### src/rtl/arith_pkg.sv
// Shared definitions for the bit-serial arithmetic blocks: FSM encoding and
// a width helper for sizing counters.
package arith_pkg;

    typedef enum logic [1:0] {
        IDLE = 2'd0,
        RUN  = 2'd1,
        DONE = 2'd2
    } state_t;

    // Bits needed to count 0..value-1; never less than one bit.
    function automatic int clog2(input int value);
        int r;
        r = 0;
        for (int i = 0; i < 31; i++) begin
            if ((1 << i) < value) begin
                r = i + 1;
            end
        end
        return (r < 1) ? 1 : r;
    endfunction

endpackage

### src/rtl/FullAdder.sv
// One-bit full adder cell shared by the serial arithmetic datapath.
module FullAdder (
    input  logic a,
    input  logic b,
    input  logic c,
    output logic sum,
    output logic carry
);

    assign sum   = a ^ b ^ c;
    assign carry = (a & b) | (a & c) | (b & c);

endmodule

### src/rtl/serial_adder_ctrl.sv
// Bit-serial add/subtract sequencer: one FullAdder cell processes one bit pair
// per clock, LSB first, with a carry flip-flop linking successive bits.
module serial_adder_ctrl
    import arith_pkg::*;
#(
    parameter int WIDTH = 16
) (
    input  logic             clk,
    input  logic             rst_n,
    input  logic             flush,
    input  logic             in_valid,
    output logic             in_ready,
    input  logic [WIDTH-1:0] a,
    input  logic [WIDTH-1:0] b,
    input  logic             cin,
    input  logic             sub,
    output logic             busy,
    output logic             out_valid,
    input  logic             out_ready,
    output logic [WIDTH-1:0] sum,
    output logic             cout,
    output logic             overflow
);

    localparam int CNT_W = clog2(WIDTH);
    localparam logic [CNT_W-1:0] LAST_BIT = CNT_W'(WIDTH - 1);

    state_t             state;
    logic [CNT_W-1:0]   cnt;
    logic               carry;
    logic [WIDTH-1:0]   a_sh;
    logic [WIDTH-1:0]   b_sh;
    logic [WIDTH-2:0]   sum_sh;
    logic [WIDTH-1:0]   sum_cat;
    logic               cell_sum;
    logic               cell_carry;
    logic               accept;

    FullAdder u_cell (
        .a     (a_sh[0]),
        .b     (b_sh[0]),
        .c     (carry),
        .sum   (cell_sum),
        .carry (cell_carry)
    );

    assign in_ready  = (state == IDLE);
    assign busy      = (state == RUN);
    assign out_valid = (state == DONE);
    assign accept    = in_valid & in_ready & ~flush;

    // The newest sum bit enters at the top; after the last bit this is the full result.
    assign sum_cat = {cell_sum, sum_sh};

    always_ff @(posedge clk or negedge rst_n) begin
        if (!rst_n) begin
            state    <= IDLE;
            cnt      <= '0;
            carry    <= 1'b0;
            a_sh     <= '0;
            b_sh     <= '0;
            sum_sh   <= '0;
            sum      <= '0;
            cout     <= 1'b0;
            overflow <= 1'b0;
        end else if (flush) begin
            state <= IDLE;
        end else begin
            case (state)
                IDLE: begin
                    if (accept) begin
                        // Subtraction is a + ~b + ~borrow_in.
                        a_sh  <= a;
                        b_sh  <= b ^ {WIDTH{sub}};
                        carry <= cin ^ sub;
                        cnt   <= '0;
                        state <= RUN;
                    end
                end
                RUN: begin
                    a_sh   <= a_sh >> 1;
                    b_sh   <= b_sh >> 1;
                    sum_sh <= sum_cat[WIDTH-1:1];
                    carry  <= cell_carry;
                    if (cnt == LAST_BIT) begin
                        sum      <= sum_cat;
                        cout     <= cell_carry;
                        overflow <= carry ^ cell_carry;
                        state    <= DONE;
                    end else begin
                        cnt <= cnt + 1'b1;
                    end
                end
                DONE: begin
                    if (out_ready) begin
                        state <= IDLE;
                    end
                end
                default: state <= IDLE;
            endcase
        end
    end

endmodule

### config.mk
export PLATFORM = sky130hd
export DESIGN_NAME = serial_adder_ctrl
export DESIGN_NICKNAME = d
export VERILOG_FILES = /design/src/rtl/arith_pkg.sv /design/src/rtl/FullAdder.sv /design/src/rtl/serial_adder_ctrl.sv
export SDC_FILE = /design/constraint.sdc
export NUM_CORES = 1
export LEC_CHECK = 0
export CORE_MARGIN = 1
export CORE_UTILIZATION = 44
export CTS_BUF_LIST = sky130_fd_sc_hd__clkbuf_4
export DETAILED_ROUTE_END_ITERATION = 12
export GPL_TIMING_DRIVEN = 1
export PLACE_DENSITY = 0.8
export SYNTH_ARGS = -nofsm -noshare
export SYNTH_HDL_FRONTEND = slang
export SYNTH_SLANG_ARGS = --single-unit
### constraint.sdc
create_clock -name clk -period 1.6 [get_ports clk]
set_clock_uncertainty 0.1 [all_clocks]
set_input_delay 0.16 -clock clk [delete_from_list [all_inputs] [get_ports clk]]
set_output_delay 0.16 -clock clk [all_outputs]
set_load 0.01 [all_outputs]
Yosys cells after proc, flatten, opt, wreduce, memory -nomap -nowiden. Index checks and enable logic that the tools add are counted.

Bitwise logic cells: 13. Reductions and logical operators: 7. Mux-type cells: 14. Add/subtract/negate cells: 1. Eq/ne operators: 8.

Operators by type and width (number): $pmux 16 s2 (2); $mux 16 (2); $xor 16x16->16 (1); $ne 3x2->1 const B (3); $reduce_and 3->1 (3); $mux 2 (4); $mux 4 (2); $pmux 4 s2 (1); $pmux 2 s3 (1); $and 1x1->1 (5); $add 4x1->4 const B (1); $eq 4x4->1 const B (1); $reduce_and 4->1 (1); $xor 1x1->1 (4); $eq 2x1->1 const B (1); $eq 2x2->1 const B (1); $logic_not 2->1 (1); $ne 2x1->1 const B (1); $ne 2x2->1 const B (1); $or 1x1->1 (2); $pmux 1 s2 (1); $reduce_and 2->1 (1); $reduce_bool 2->1 (1); $mux 1 (1); $not 1->1 (1).

Register bits: 72.

Longest topological paths before layout.
Depth in word-level cells: 6. Gate-level depth with buffers: 6. Gate-level depth less buffers: 4.

By module. Synthesis repeated with hierarchy kept, for this count alone.

Cells, all modules: 273. Area, all modules: 3358.2 um2.

Modules (own cells, without submodules): serial_adder_ctrl (cells an instance 272, instances 1, seq. area each 1801.7 um2, area each 3338.2 um2); FullAdder (cells an instance 1, instances 1, seq. area each 0.0 um2, area each 20.0 um2).

Least setup slack after synthesis. No wires, ideal clock.

Kind: register -> register. From: register cnt[0]. To: register cout. Data required time: 1.372 ns. Cell stages (with the launch flop): 6. Library setup time: 0.128 ns. Arrival: 1.435 ns. Setup slack: -0.062 ns. Path buffers: 1. Cell sequence: dfrtp_1 > ha_1 > nand4_1 > nor2_8 > buf_6 > mux2_1.

Longest elaborated chain between the ends: 2.

Ends and longest elaborated chain: start: declaration (RTL line serial_adder_ctrl.sv:29) `logic [CNT_W-1:0] cnt;`; start signal: assignment (RTL line serial_adder_ctrl.sv:91) `cnt <= cnt + 1'b1;`; $eq 4x4->1 (RTL line serial_adder_ctrl.sv:85) `if (cnt == LAST_BIT) begin`; $reduce_and 3->1 (no source line); end signal: assignment (RTL line serial_adder_ctrl.sv:87) `cout <= cell_carry;`; end: declaration (RTL line serial_adder_ctrl.sv:21) `output logic cout,`.

No other way between the ends. A chain may end at the register's enable or synchronous reset.

Worst setup path in the final report.
From: register cnt[0]. To: register overflow.

Longest elaborated chain between the ends: 2.

Ends and longest elaborated chain: $eq 4x4->1 (RTL line serial_adder_ctrl.sv:85); $reduce_and 3->1 (no source line); end signal: assignment (RTL line serial_adder_ctrl.sv:88) `overflow <= carry ^ cell_carry;`; end: declaration (RTL line serial_adder_ctrl.sv:22) `output logic overflow`.

No other way between the ends.

==> results.sh <==
export IMPL_cts_buffers=9
export IMPL_rsz0062_at_grt="true"
export IMPL_wl_per_cell_um=15.3
export IMPL_crit_slowest_cell="dfrtp_1"
export IMPL_path_max_fanout=9
export IMPL_grt_util_all_layers_pct=17.8
export IMPL_outcome="finished with violations"
export IMPL_ir_worst_vdd_mv=0.451
export IMPL_dieArea_um2=7990
export IMPL_failed_checks="setup timing"
export IMPL_synth_seq_cells=72
export IMPL_final_max_slew_viol_count=0
export IMPL_grt_start_max_net_pins=73
export IMPL_cp_end_kind="register"
export IMPL_crit_arrival_ps=1890
export IMPL_hold_viol_final=0
export IMPL_area_growth_pct=38.9
export IMPL_cp_required_ps=1790
export IMPL_fmax_mhz=589
export IMPL_setup_violations=42
export IMPL_hp_class="in -> async"
export IMPL_cts_buffer_depth=2
export IMPL_cts_tree="done"
export IMPL_tightest_slew_ps=372
export IMPL_antenna_cells=0
export IMPL_start_kind="register"
export IMPL_clk_pin_slew_ps=130
export IMPL_power_leakage_nw=2.46
export IMPL_path_class="reg -> reg"
export IMPL_core_um2=7330
export IMPL_yosys_warnings=0
export IMPL_nets=396
export IMPL_post_synth_inst_count=273
export IMPL_drcViolationCount=0
export IMPL_fin_crit_sh_pct=106
export IMPL_fp_dieW_um=89.4
export IMPL_path_buf_inv=1
export IMPL_clk_latency_ps=400
export IMPL_antenna_found_initial=0
export IMPL_postRouteAntennaNets=0
export IMPL_timing_final_crit_period_ps=1700
export IMPL_ys_types=31
export IMPL_cts_sinks=72
export IMPL_layout_setup_ws_ps=-97.5
export IMPL_relSlewSlack_pct=75.2
export IMPL_utilization_pct=63.6
export IMPL_synth_nets=314
export IMPL_drive_gt1_share_pct=32.2
export IMPL_timing_max_cap_violations=0
export IMPL_syn_cell_area_um2=3360
export IMPL_ctsHtreeMaxLevel=3
export IMPL_dp_cells=436
export IMPL_crit_chain="ha_2 > nand4_1 > nor2_8 > clkbuf_16 > mux2_1"
export IMPL_drtIter0Drc=72
export IMPL_tns_ps=-1650
export IMPL_root_buffer="clkbuf_4"
export IMPL_num_rows=31
export IMPL_grt_pass1_wl_mm=10.7
export IMPL_grt_pass1_vias=2237
export IMPL_dieHeight_um=89.4
export IMPL_critPathTopFamily="simple AND/OR/NAND/NOR gates"
export IMPL_routed_via_density=5.23
export IMPL_fin_hold_ws_ps=216
export IMPL_io_buffers=59
export IMPL_gr_total_overflow=0
export IMPL_wl_mm=7.01
export IMPL_fin_area_um2=4670
export IMPL_yosysSeqAreaShare_pct=53.7
export IMPL_layout_cells_non_filler=459
export IMPL_ioPinCount=60
export IMPL_postSynthAreaPerCell_um2=12.3
export IMPL_initial_core_util_pct=45.8
export IMPL_vias=2402
export IMPL_cp_slowest_stage_delay_ps=370
export IMPL_drt_first_pass_iters=4
export IMPL_placedInstanceArea_um2=4190
export IMPL_hpwl_mm=4.41
export IMPL_power_density_nw_per_um2=1010
export IMPL_gp_congestion=0.850
-- worst reg2reg max path, stage by stage (launching register included) --
cell,delay (ps)
dfrtp_1,370
ha_2,180
nand4_1,240
nor2_8,210
clkbuf_16,190
mux2_1,320
-- final timing paths --
path	start	endpoint	slack (ps)	cells after the start
max	cnt[0]	overflow	-100	5
min	rst_n	state[0]	220	3
max reg2reg	cnt[0]	overflow	-100	5
min reg2reg	sum[3]	sum[3]	390	1
max in group asynchronous	rst_n	cnt[0]	890	3
min in group clk	out_ready	state[1]	270	4
-- metal layers --
layer	part of all wire, %	global-route usage [%]	wire length, um	vias up
met3	4.1	4.99	288	10
li1	-	-	-	1135
met1	45	24.2	3130	1194
met2	50	28.3	3490	63
met5	0	0	0	-
met4	1.5	4.47	102	0
-- cell usage after synthesis --
| master | instances | share of area, % |
|---|---|---|
| dfrtp_1 | 72 | 54 |
| o21ai_0 | 35 | 5.2 |
| mux2i_1 | 32 | 9.5 |
| o21ai_1 | 29 | 4.3 |
| mux2_2 | 23 | 7.7 |
| xor2_1 | 17 | 4.4 |
| mux2_1 | 10 | 3.4 |
| inv_1 | 7 | 0.78 |
| buf_6 | 6 | 2.0 |
| clkbuf_1 | 6 | 0.67 |
| nand3_1 | 5 | 0.75 |
| buf_2 | 4 | 0.60 |
| nand2_1 | 3 | 0.34 |
| nor2_1 | 3 | 0.34 |
| a2bb2oi_1 | 2 | 0.52 |
| buf_4 | 2 | 0.45 |
| nand2b_1 | 2 | 0.37 |
| nor3b_4 | 2 | 1.1 |
| fa_1 | 1 | 0.60 |
| ha_1 | 1 | 0.37 |
| nand4_1 | 1 | 0.19 |
| nor2_8 | 1 | 0.60 |
| nor2b_1 | 1 | 0.19 |
| o211ai_1 | 1 | 0.22 |
| o21ai_2 | 1 | 0.26 |
| o221ai_1 | 1 | 0.26 |
| o31ai_1 | 1 | 0.22 |
| or2_0 | 1 | 0.19 |
| or2_4 | 1 | 0.26 |
| or4_1 | 1 | 0.22 |
| xnor2_1 | 1 | 0.26 |
-- stage by stage --
step | power [mW] | setup WS [ps]
detailed placement | 3.33 | -282
global placement | 3.28 | -249
floorplan | 2.91 | -60.1
CTS | 4.63 | -91.9
global route | 5.00 | -154
finish | 4.72 | -97.5
-- where the power goes --
part           leakage (nW)  internal [mW]  switching (mW)
logic                  1.44          0.583           0.477
clock network        0.0781          0.632           0.646
registers             0.937           2.15           0.225
-- sequential cells by signal, indices dropped and copies added (netlist names) --
register and cells:
sum_sh 15, overflow 1, b_sh 16, a_sh 16, carry 1, state 2
cnt 4, sum 16, cout 1
-- logic make-up after synthesis --
logic type	count (synthesis)	share of synthesized area (%)
compound gates	70	11.0
xor+xnor	18	4.69
fa+ha+maj	2	0.969
buf+inv	25	4.51
flops	72	53.7
mux	65	20.6
simple gates	21	4.55
-- placed cells by master (no fill, tap or decap), drive strengths merged --
master,instances
fa,1
o221ai,1
buf,31
nand3,5
xnor2,1
dlygate4sd3,1
o21ai,65
o31ai,1
clkbuf,11
ha,1
bufinv,2
xor2,17
nor2b,1
nor2,4
nand2b,2
mux2i,32
clkinvlp,3
dlymetal6s2s,16
a2bb2oi,2
nor3b,2
mux2,33
dfrtp,72
or2,2
clkinv,2
inv,7
or4,1
nand2,3
dlygate4sd2,2
nand4,1
o211ai,1
clkdlybuf4s50,37
-- area by class of cell --
| type | count | area [um2] |
|---|---|---|
| fillers | 526 | 2670 |
| flip-flops and latches | 72 | 1800 |
| well taps | 99 | 124 |
| clock inverters | 7 | 96.3 |
| repair buffers | 89 | 968 |
| clock buffers | 9 | 67.6 |
| inverters | 7 | 26.3 |
| multi-input cells | 176 | 1580 |
-- repair_timing --
action	4_1_cts	5_1_grt
resized for setup	25	62
gates cloned	1	2
hold endpoints to repair	72	0
endpoints found under the setup margin	59	69
buffers inserted	3	0
hold buffers	1	0
pin swaps	4	31
(Power assumes the default switching activity.)
